<file path="config.mk">
export PLATFORM = sky130hd
export DESIGN_NAME = apb_master_mslv
export DESIGN_NICKNAME = d
export VERILOG_FILES = /design/src/rtl/apb_mslv_pkg.sv /design/src/rtl/apb_sel_decode.sv /design/src/rtl/apb_master_mslv.sv
export SDC_FILE = /design/constraint.sdc
export NUM_CORES = 1
export LEC_CHECK = 0
export CAP_MARGIN = 30
export CORE_MARGIN = 4
export CORE_UTILIZATION = 44
export DETAILED_ROUTE_END_ITERATION = 6
export PLACE_DENSITY = 0.85
export SLEW_MARGIN = 20
export SYNTH_ARGS = -nofsm -noshare
export SYNTH_HDL_FRONTEND = slang
export SYNTH_SLANG_ARGS = --single-unit
export TNS_END_PERCENT = 30
</file>
<file path="constraint.sdc">
create_clock -name PCLK -period 9.9 [get_ports PCLK]
set_input_delay 2.97 -clock PCLK [delete_from_list [all_inputs] [get_ports PCLK]]
set_output_delay 2.97 -clock PCLK [all_outputs]
set_load 0.02 [all_outputs]
</file>
<file path="src/rtl/apb_mslv_pkg.sv">
// Shared types for the multi-slave APB master: FSM states, completion codes
// and the slave-index width helper.
package apb_mslv_pkg;

    typedef enum logic [1:0] {
        IDLE,
        SETUP,
        ACCESS,
        DERR
    } apb_state_e;

    typedef enum logic [1:0] {
        ERR_OK  = 2'b00,
        ERR_SLV = 2'b01,
        ERR_TMO = 2'b10,
        ERR_DEC = 2'b11
    } apb_err_e;

    function automatic int sel_w(input int num_slv);
        return (num_slv <= 2) ? 1 : $clog2(num_slv);
    endfunction

endpackage

</file>
<file path="src/rtl/apb_sel_decode.sv">
// Upper-address-bit slave decode: one-hot select plus an out-of-range flag
// for indices that have no slave behind them.
module apb_sel_decode
    import apb_mslv_pkg::*;
#(
    parameter int ADDR_W  = 8,
    parameter int NUM_SLV = 4
) (
    input  logic [ADDR_W-1:0]  addr,
    output logic [NUM_SLV-1:0] sel,
    output logic               out_of_range
);

    localparam int SEL_W = sel_w(NUM_SLV);

    logic [SEL_W-1:0] idx;

    always_comb begin
        idx          = addr[ADDR_W-1 -: SEL_W];
        out_of_range = (32'(idx) >= 32'(NUM_SLV));
        sel          = '0;
        for (int unsigned i = 0; i < 32'(NUM_SLV); i++) begin
            if (32'(idx) == i) sel[i] = 1'b1;
        end
    end

endmodule

</file>
<file path="src/rtl/apb_master_mslv.sv">
// APB4 master for NUM_SLV slaves: single requests, back-to-back chaining,
// PREADY timeout and decode-error completion with a coded status.
module apb_master_mslv
    import apb_mslv_pkg::*;
#(
    parameter int ADDR_W  = 8,
    parameter int DATA_W  = 32,
    parameter int NUM_SLV = 4,
    parameter int TIMEOUT = 16
) (
    input  logic                PCLK,
    input  logic                PRESET,
    input  logic                transfer,
    input  logic                write_read,
    input  logic [ADDR_W-1:0]   addr_in,
    input  logic [DATA_W-1:0]   wdata_in,
    input  logic [DATA_W/8-1:0] strb_in,
    output logic                req_ready,
    output logic [NUM_SLV-1:0]  PSEL,
    output logic                PENABLE,
    output logic [ADDR_W-1:0]   PADDR,
    output logic                PWRITE,
    output logic [DATA_W-1:0]   PWDATA,
    output logic [DATA_W/8-1:0] PSTRB,
    input  logic [DATA_W-1:0]   PRDATA,
    input  logic                PREADY,
    input  logic                PSLVERR,
    output logic                transfer_done,
    output logic                error,
    output logic [1:0]          err_code,
    output logic [DATA_W-1:0]   rdata_out
);

    localparam int CNT_W = (TIMEOUT > 1) ? $clog2(TIMEOUT) : 1;
    localparam logic [CNT_W-1:0] CNT_LAST = (TIMEOUT > 0) ? CNT_W'(TIMEOUT - 1) : '0;

    apb_state_e         state;
    apb_err_e           err_q;
    logic [CNT_W-1:0]   wait_cnt;
    logic [NUM_SLV-1:0] dec_sel;
    logic               dec_oor;
    logic               accept;

    apb_sel_decode #(
        .ADDR_W (ADDR_W),
        .NUM_SLV(NUM_SLV)
    ) u_dec (
        .addr        (addr_in),
        .sel         (dec_sel),
        .out_of_range(dec_oor)
    );

    always_comb begin
        req_ready = (state == IDLE) || (state == ACCESS && PREADY) || (state == DERR);
        accept    = transfer && req_ready;
        err_code  = err_q;
    end

    always_ff @(posedge PCLK or posedge PRESET) begin
        if (PRESET) begin
            state         <= IDLE;
            PSEL          <= '0;
            PENABLE       <= 1'b0;
            PADDR         <= '0;
            PWRITE        <= 1'b0;
            PWDATA        <= '0;
            PSTRB         <= '0;
            transfer_done <= 1'b0;
            error         <= 1'b0;
            err_q         <= ERR_OK;
            rdata_out     <= '0;
            wait_cnt      <= '0;
        end else begin
            transfer_done <= 1'b0;
            error         <= 1'b0;
            case (state)
                SETUP: begin
                    state   <= ACCESS;
                    PENABLE <= 1'b1;
                end
                ACCESS: begin
                    if (PREADY) begin
                        transfer_done <= 1'b1;
                        error         <= PSLVERR;
                        err_q         <= PSLVERR ? ERR_SLV : ERR_OK;
                        if (!PWRITE) rdata_out <= PRDATA;
                        state   <= IDLE;
                        PSEL    <= '0;
                        PENABLE <= 1'b0;
                    end else if (TIMEOUT != 0 && wait_cnt == CNT_LAST) begin
                        transfer_done <= 1'b1;
                        error         <= 1'b1;
                        err_q         <= ERR_TMO;
                        state   <= IDLE;
                        PSEL    <= '0;
                        PENABLE <= 1'b0;
                    end else begin
                        wait_cnt <= wait_cnt + 1'b1;
                    end
                end
                DERR: begin
                    transfer_done <= 1'b1;
                    error         <= 1'b1;
                    err_q         <= ERR_DEC;
                    state         <= IDLE;
                end
                default: ;
            endcase
            // A new request overrides the IDLE return chosen above, giving back-to-back chaining.
            if (accept) begin
                PADDR    <= addr_in;
                PWRITE   <= write_read;
                PWDATA   <= wdata_in;
                PSTRB    <= write_read ? strb_in : '0;
                PENABLE  <= 1'b0;
                wait_cnt <= '0;
                if (dec_oor) begin
                    state <= DERR;
                    PSEL  <= '0;
                end else begin
                    state <= SETUP;
                    PSEL  <= dec_sel;
                end
            end
        end
    end

endmodule

</file>
==> results.json, run 1 <==
{
  "flow.area_growth_from_synthesis_pct": 52.4,
  "power.internal_mw": 0.994,
  "worst_slew_pin_slew_ns": 0.825,
  "io_buffers": 168,
  "maxCapViolCount": 0,
  "p_comb_frac": 0.475,
  "ys_async_sr_fraction": 1.00,
  "fin_cells": 601,
  "hold_class": "flop to flop",
  "grt_pass1_vias": 3001,
  "crit_slowest_cell": "clkdlybuf4s50_1",
  "synth_compound_area_frac": 0.0246,
  "dp_cells": 585,
  "power_frac_seq": 0.385,
  "die_area_um2": 9740,
  "postRouteAntennaNets": 0,
  "route.detailed.drc": 0,
  "dp.final_hpwl_um": 7230,
  "clkTransAtPathRegs_ns": 0.08,
  "die_width_um": 98.7,
  "setup_tns_ns": 0,
  "place_congestion": 0.814,
  "drive_above_1_share": 0.110,
  "synth-seq-area-share": 0.636,
  "final_common_cell": "clkdlybuf4s50_1",
  "grt_setup_unrepaired": "no",
  "cts_tree": "done",
  "switchingPower_mw": 0.595,
  "synth_edf_count": 0,
  "power_leakage_nw": 2.54,
  "antenna-diode-count": 0,
  "worstPathArrival_ns": 4.50,
  "num_vias": 2901,
  "muxShareOfSynthArea": 0.102,
  "synthAdderAreaFrac": 0.00346,
  "postCtsHoldBufs": 0,
  "synth_top_family_by_area": "simple AND/OR/NAND/NOR gates",
  "syn_area_um2": 3620,
  "cts_setup_buffers": 0,
  "endpoint_kind": "primary output",
  "setup_violations": 0,
  "path_delay_family": "buffers and inverters",
  "cts.repair.resized": 0,
  "drtPass1Iterations": 4,
  "r2r_slack_ns": 7.43,
  "htree_levels": 3,
  "clkSinkCount": 92,
  "clock_path_buffers": 2,
  "synth_area_leaders": "dfrtp_1 64%, nand2_1 14%, mux2_2 9.6%",
  "crit_chain": "clkdlybuf4s50_1, nor3b_1, nor2_1, clkdlybuf4s50_1",
  "antenna_found_initial": 0,
  "hold_violations": 0,
  "drt_iter0_drc": 59,
  "power.total_mw": 1.59,
  "synth-seq-cells": 92,
  "min_period_over_period": 0.755,
  "skew_ns": 0.0117,
  "ys.flop_type": "dfrtp_1",
  "placed_cell_area_um2": 5350,
  "power_frac_clock": 0.140,
  "wirelength_um": 9590,
  "avgSynthCellArea_um2": 11.1,
  "syn_nets": 410,
  "whs_ns": 0.472,
  "core_um2": 7850,
  "max_slew_margin": 0.445,
  "finalInstanceArea_um2": 5510,
  "p_per_area_nw_per_um2": 288,
  "cts_root_buf": "clkbuf_8",
  "worstSetupPathType": "input pin to primary output",
  "io-pin-count": 169,
  "routedWlPerCell_um": 16.0,
  "layout_common_cells": "168 x clkdlybuf4s50_1, 139 x nand2_1, 92 x dfrtp_1, 31 x mux2_2, 10 x nand3_1",
  "core.rowCount": 32,
  "critPathRequiredTime_ns": 6.93,
  "min_period_ns": 7.47,
  "yosys_warnings": 0,
  "switching_share": 0.374,
  "synth_top_area_share": 0.636,
  "clkLatencyLatePin_ns": 0.36,
  "synth_xor_area_frac": 0,
  "viasPerCell": 4.83,
  "gr-total-overflow": 0,
  "track_usage": 0.201,
  "syn_inst": 327,
  "worst_path_most_repeated_cell": "clkdlybuf4s50_1",
  "die_h_um": 98.7,
  "worstPathBufferInverterCount": 2,
  "slowest_delay_ns": 0.55,
  "grt_max_degree": 50,
  "synth.largest_area_cell": "dfrtp_1",
  "critical_path.max_fanout": 9,
  "grt_pass1_wl_um": 15500,
  "nets": 577,
  "cts_made_buffers": 9,
  "fmax_mhz": 134,
  "status": "complete, no violations",
  "start_kind": "input pin",
  "ir_drop_mv": 0.127,
  "slew_viol_final": 0,
  "synthSimpleGateAreaFrac": 0.191,
  "ys_types": 30,
  "start_util": 0.461
}
final timing paths:
path / start / to / depth (start not counted)
setup / recovery: PREADY / req_ready / 4
hold / removal: PSTRB[3]$_DFFE_PP0P_ / PSTRB[3]$_DFFE_PP0P_ / 2
setup reg to reg: state[1]$_DFFE_PP0P_ / PSTRB[0]$_DFFE_PP0P_ / 6
hold reg to reg: PSTRB[3]$_DFFE_PP0P_ / PSTRB[3]$_DFFE_PP0P_ / 2
max in group asynchronous: PRESET / PSEL[2]$_DFFE_PP0P_ / 4
min in group asynchronous: PRESET / rdata_out[3]$_DFFE_PP0P_ / 3
metal layers:
layer	vias to the layer above	wire length [um]	track usage
met3	13	851	0.0686
met5	-	0	0
met2	128	4540	0.326
met4	0	144	0.0630
li1	1378	-	-
met1	1382	4060	0.255
metrics by stage:
stage	utilization	worst slack (ns)
global route	0.702	2.29
CTS	0.702	2.42
detailed placement	0.681	2.42
floorplan	-	3.41
finish	0.702	2.43
global placement	0.675	2.43
power by group through the flow:
stage               clock network, mW  logic, mW  registers (mW)
floorplan                           0      0.208           0.790
global placement                    0      0.741           0.609
detailed placement                  0      0.762           0.621
CTS                             0.231      0.765           0.614
global route                    0.246      0.807           0.635
finish                          0.222      0.755           0.613
logic make-up after synthesis:
group / Yosys count
AOI/OAI and AO/OA: 15
and+or+nand+nor: 168
DFF: 92
muxes: 33
adders and majority gates: 1
buffers and inverters: 18
flip-flops by register name (all words and copies together), names as in the netlist:
signal	cells
PWDATA	32
PSEL	4
rdata_out	32
err_code	2
transfer_done	1
PSTRB	4
error	1
PENABLE	1
state	2
PADDR	8
wait_cnt	4
PWRITE	1
synthesized netlist by cell type, types with 2 or more instances:
| library cell | number |
|---|---|
| nor3_1 | 2 |
| nor2_1 | 4 |
| nand2b_1 | 4 |
| buf_2 | 3 |
| nand3_1 | 10 |
| buf_4 | 5 |
| buf_6 | 7 |
| mux2_2 | 31 |
| nand2_1 | 139 |
| a21oi_1 | 3 |
| dfrtp_1 | 92 |
| nand3_2 | 2 |
| o21a_1 | 2 |
| o21ai_0 | 7 |
tightest hold or removal path, delay by kind of cell (launching register included):
| kind | cells | cell delay, ns |
|---|---|---|
| flops | 1 | 0.35 |
| simple gates | 2 | 0.10 |
area by class of cell:
class	instances	area, um^2
Fill cell	587	2330
Sequential cell	92	2300
Timing Repair Buffer	172	1740
Multi-Input combinational cell	217	1160
Clock buffer	10	128
Tap cell	102	128
Clock inverter	6	40.0
Inverter	2	8.76
Note: power is estimated with default switching activity, not from simulation.
==> run 2: changes to the inputs <==
CORE_UTILIZATION = 41   (was 44)
PLACE_DENSITY = 0.8   (was 0.85)
clock period = 7.2 ns   (was 9.9 ns; I/O delays follow)
==> results.json, run 2 (synthesis gave the netlist of run 1 again) <==
{
  "clkSinkCount": 92,
  "grt_setup_unrepaired": "no",
  "endpoint_kind": "primary output",
  "crit_chain": "clkdlybuf4s50_1, nor3b_1, nor2_1, clkdlybuf4s50_1",
  "io_buffers": 168,
  "start_kind": "input pin",
  "power.total_mw": 2.20,
  "maxCapViolCount": 0,
  "io-pin-count": 169,
  "flow.area_growth_from_synthesis_pct": 52.5,
  "critical_path.max_fanout": 9,
  "worst_slack_ns": 1.36,
  "die_area_um2": 10400,
  "dp.final_hpwl_um": 6550,
  "core_um2": 8640,
  "die_h_um": 102,
  "hold_class": "flop to flop",
  "clkLatencyLatePin_ns": 0.35,
  "worstPathBufferInverterCount": 2,
  "postCtsHoldBufs": 0,
  "min_period_over_period": 0.812,
  "core.rowCount": 34,
  "routedWlPerCell_um": 14.4,
  "worst_path_most_repeated_cell": "clkdlybuf4s50_1",
  "grt_pass1_vias": 2791,
  "power_leakage_nw": 2.54,
  "fillers": 708,
  "place_congestion": 0.790,
  "pre_cts_ws_ns": 1.35,
  "fmax_mhz": 171,
  "top_regs": "PWDATA: 32 flops, rdata_out: 32 flops, PADDR: 8 flops",
  "antenna-diode-count": 0,
  "die_width_um": 102,
  "slew_viol_final": 0,
  "nets": 576,
  "cts_made_buffers": 9,
  "num_vias": 2806,
  "post-route-util": 0.639,
  "grt_pass1_wl_um": 13600,
  "cts_tree": "done",
  "wirelength_um": 8760,
  "grt_max_degree": 63,
  "viasPerCell": 4.63,
  "start_util": 0.419,
  "clkTransAtPathRegs_ns": 0.08,
  "worst_slew_pin_slew_ns": 0.781,
  "cts_root_buf": "clkbuf_8",
  "final_common_cell": "clkdlybuf4s50_1",
  "track_usage": 0.167,
  "clock_path_buffers": 2,
  "worstPathArrival_ns": 3.68,
  "status": "complete, no violations",
  "min_period_ns": 5.84,
  "p_per_area_nw_per_um2": 398,
  "setup_violations": 0,
  "antenna_found_initial": 0,
  "layout_common_cells": "168 x clkdlybuf4s50_1, 139 x nand2_1, 92 x dfrtp_1, 31 x mux2_2, 10 x nand3_1",
  "crit_slowest_cell": "clkdlybuf4s50_1",
  "worstSetupPathType": "input pin to primary output",
  "cts_setup_buffers": 0,
  "route.detailed.drc": 0,
  "drive_above_1_share": 0.108,
  "max_slew_margin": 0.478,
  "postRouteAntennaNets": 0,
  "drt_iter0_drc": 42,
  "hold_violations": 0,
  "drtPass1Iterations": 4,
  "setup_tns_ns": 0,
  "gr-total-overflow": 0,
  "skew_ns": 0.0117,
  "path_delay_family": "buffers and inverters",
  "slowest_delay_ns": 0.54,
  "cts.repair.resized": 0,
  "ir_drop_mv": 0.175,
  "critPathRequiredTime_ns": 5.04,
  "htree_levels": 3
}
==> run 2: metal layers <==
metal  vias to the layer above  global-route usage  share of wire
met5                         -                   0              0
met4                         0              0.0626          0.021
met3                        17              0.0614           0.11
met2                       125               0.269           0.46
met1                      1286               0.206           0.41
li1                       1378                   -              -
==> run 2: stage by stage <==
step,std cells,area (um^2),hold WS [ns]
floorplan,327,3620,0.481
global placement,589,5310,0.450
detailed placement,590,5330,0.460
CTS,606,5520,0.478
global route,606,5520,0.494
finish,606,5520,0.473
==> run 2: worst reg2reg max path, delay by kind of cell (launching register included) <==
family,cells,cell delay (ns)
flops,1,0.47
buf+inv,2,0.95
simple gates,4,0.95
==> run 2: path summary, 6_finish.rpt <==
check	startpoint	end	slack (ns)	cells after the start
worst min register to register	PSTRB[1]$_DFFE_PP0P_	PSTRB[1]$_DFFE_PP0P_	0.47	2
min in group asynchronous	PRESET	rdata_out[1]$_DFFE_PP0P_	2.14	2
worst max-delay path	PREADY	req_ready	1.36	4
worst min-delay path	PSTRB[1]$_DFFE_PP0P_	PSTRB[1]$_DFFE_PP0P_	0.47	2
worst max register to register	state[1]$_DFFE_PP0P_	PWDATA[20]$_DFFE_PP0P_	4.77	6
max in group asynchronous	PRESET	wait_cnt[0]$_DFFE_PP0P_	3.90	3
==> run 2: report_power, final <==
part	leakage [nW]	switching (mW)	internal, mW
Combinational	1.31	0.513	0.516
Sequential	1.13	0.111	0.723
Clock	0.0962	0.174	0.161
Total	2.54	0.798	1.40
==> run 2: layout make-up <==
type                            instances  area [um^2]  area share
Inverter                                2         8.76     0.00159
Multi-Input combinational cell        217         1160       0.211
Timing Repair Buffer                  171         1720       0.311
Clock inverter                          6         65.1      0.0118
Tap cell                              108          135      0.0245
Sequential cell                        92         2300       0.417
Clock buffer                           10          128      0.0231
==> run 3: changes to the inputs <==
CORE_UTILIZATION = 37   (was 41)
PLACE_DENSITY = 0.76   (was 0.8)
clock period = 5.01 ns   (was 7.2 ns; I/O delays follow)
==> results.json, run 3 (synthesis gave the netlist of run 1 again) <==
{
  "status": "complete, no violations",
  "dp.final_hpwl_um": 6720,
  "cts_made_buffers": 9,
  "slowest_delay_ns": 0.55,
  "start_util": 0.386,
  "p_per_area_nw_per_um2": 582,
  "clkLatencyLatePin_ns": 0.35,
  "endpoint_kind": "primary output",
  "critPathRequiredTime_ns": 3.51,
  "hold_violations": 0,
  "top_regs": "PWDATA: 32 flops, rdata_out: 32 flops, PADDR: 8 flops",
  "min_period_over_period": 0.912,
  "maxCapViolCount": 0,
  "r2r_slack_ns": 3.12,
  "grt_max_degree": 56,
  "hold_end": "PSTRB[2]$_DFFE_PP0P_",
  "cp-startpoint": "PREADY",
  "max_slew_margin": 0.474,
  "drt_iter0_drc": 137,
  "finalInstanceArea_um2": 5580,
  "power.total_mw": 3.24,
  "whs_path_depth": 2,
  "cts.repair.resized": 0,
  "critical_path.max_fanout": 9,
  "wirelength_um": 9030,
  "grt_setup_unrepaired": "no",
  "fillers": 832,
  "hold_start": "PSTRB[2]$_DFFE_PP0P_",
  "worstPathArrival_ns": 3.06,
  "layout_common_cells": "168 x clkdlybuf4s50_1, 139 x nand2_1, 92 x dfrtp_1, 31 x mux2_2",
  "crit_slowest_cell": "clkdlybuf4s50_1",
  "track_usage": 0.159,
  "r2r_cells": 5,
  "multi_input_area_um2": 1160,
  "worst_slew_pin_slew_ns": 0.789,
  "gr-total-overflow": 0,
  "met1Wirelength_um": 3720,
  "start_kind": "input pin",
  "postCtsHoldBufs": 0,
  "htree_levels": 3,
  "path_delay_family": "buffers and inverters",
  "regArea_um2": 2300,
  "hold_class": "flop to flop",
  "clock_path_buffers": 2,
  "final_common_cell": "clkdlybuf4s50_1",
  "slew_viol_final": 0,
  "antenna-diode-count": 0,
  "routedWlPerCell_um": 14.4,
  "r2r_end": "wait_cnt[1]$_DFFE_PP0P_",
  "antenna_found_initial": 0,
  "cts_root_buf": "clkbuf_8",
  "viasPerCell": 4.54,
  "grt_pass1_vias": 2977,
  "clkSinkCount": 92,
  "skew_ns": 0.00860,
  "num_vias": 2854,
  "power_leakage_nw": 2.55,
  "postRouteAntennaNets": 0,
  "ir_drop_mv": 0.213,
  "setup_tns_ns": 0,
  "min_period_ns": 4.57,
  "die_area_um2": 11400,
  "dr_wl_met3_um": 832,
  "placed_cell_area_um2": 5350,
  "drtPass1Iterations": 4,
  "fmax_mhz": 219,
  "wl_met2_um": 4400,
  "core_um2": 9370,
  "cts_setup_buffers": 0,
  "worstSetupPathType": "input pin to primary output",
  "grt_pass1_wl_um": 14500,
  "io_buffers": 168,
  "fin_cells": 628,
  "clkTransAtPathRegs_ns": 0.09,
  "nets": 577,
  "route.detailed.drc": 0,
  "worstPathBufferInverterCount": 2,
  "crit_chain": "clkdlybuf4s50_1, nor3b_1, nor2_1, clkdlybuf4s50_1",
  "dp_cells": 612,
  "worst_path_most_repeated_cell": "clkdlybuf4s50_1",
  "flow.area_growth_from_synthesis_pct": 54.1,
  "core.rowCount": 35,
  "place_congestion": 0.782,
  "cts_tree": "done",
  "drive_above_1_share": 0.112,
  "r2r-start": "state[1]$_DFFE_PP0P_",
  "die_width_um": 107,
  "top_layer": "met4",
  "die_h_um": 107,
  "cp.depth": 4,
  "io-pin-count": 169,
  "setup_violations": 0
}
run 3: final cells by class:
type	instances	share of cell area
multi-input cells	217	0.208
clock inverters	6	0.0168
clock buffers	10	0.0247
repair buffers	172	0.307
inverters	2	0.00157
flip-flops and latches	92	0.413
well taps	129	0.0289
run 3: worst max-delay path by stage:
stage,endpoint,slack (ns)
after detailed placement,req_ready,0.46
after floorplan,PADDR[0]$_DFFE_PP0P_,1.12
after global routing,req_ready,0.39
final,req_ready,0.44
after CTS,req_ready,0.46
after global placement,req_ready,0.48
run 3: power by group:
part | switching (mW) | internal, mW | leakage, nW
Sequential | 0.165 | 1.04 | 1.13
Clock | 0.265 | 0.300 | 0.114
Combinational | 0.737 | 0.737 | 1.31
run 3: layer usage:
metal  vias to the layer above  GRT usage
met5                         -          0
met4                         0     0.0493
met2                       114      0.263
met3                         7     0.0560
met1                      1356      0.197
li1                       1377          -
run 3: worst min-delay path: stages, from the launching register on:
cell     delay (ns)
dfrtp_1        0.35
nand2_1        0.05
nand2_1        0.04
run 3: metrics by stage:
stage / hold WS, ns / worst slack (ns) / utilization
after floorplan: 0.481 / 1.12 / -
after global placement: 0.449 / 0.480 / 0.570
after detailed placement: 0.456 / 0.462 / 0.570
after CTS: 0.476 / 0.460 / 0.595
after global routing: 0.497 / 0.395 / 0.595
final: 0.471 / 0.443 / 0.595
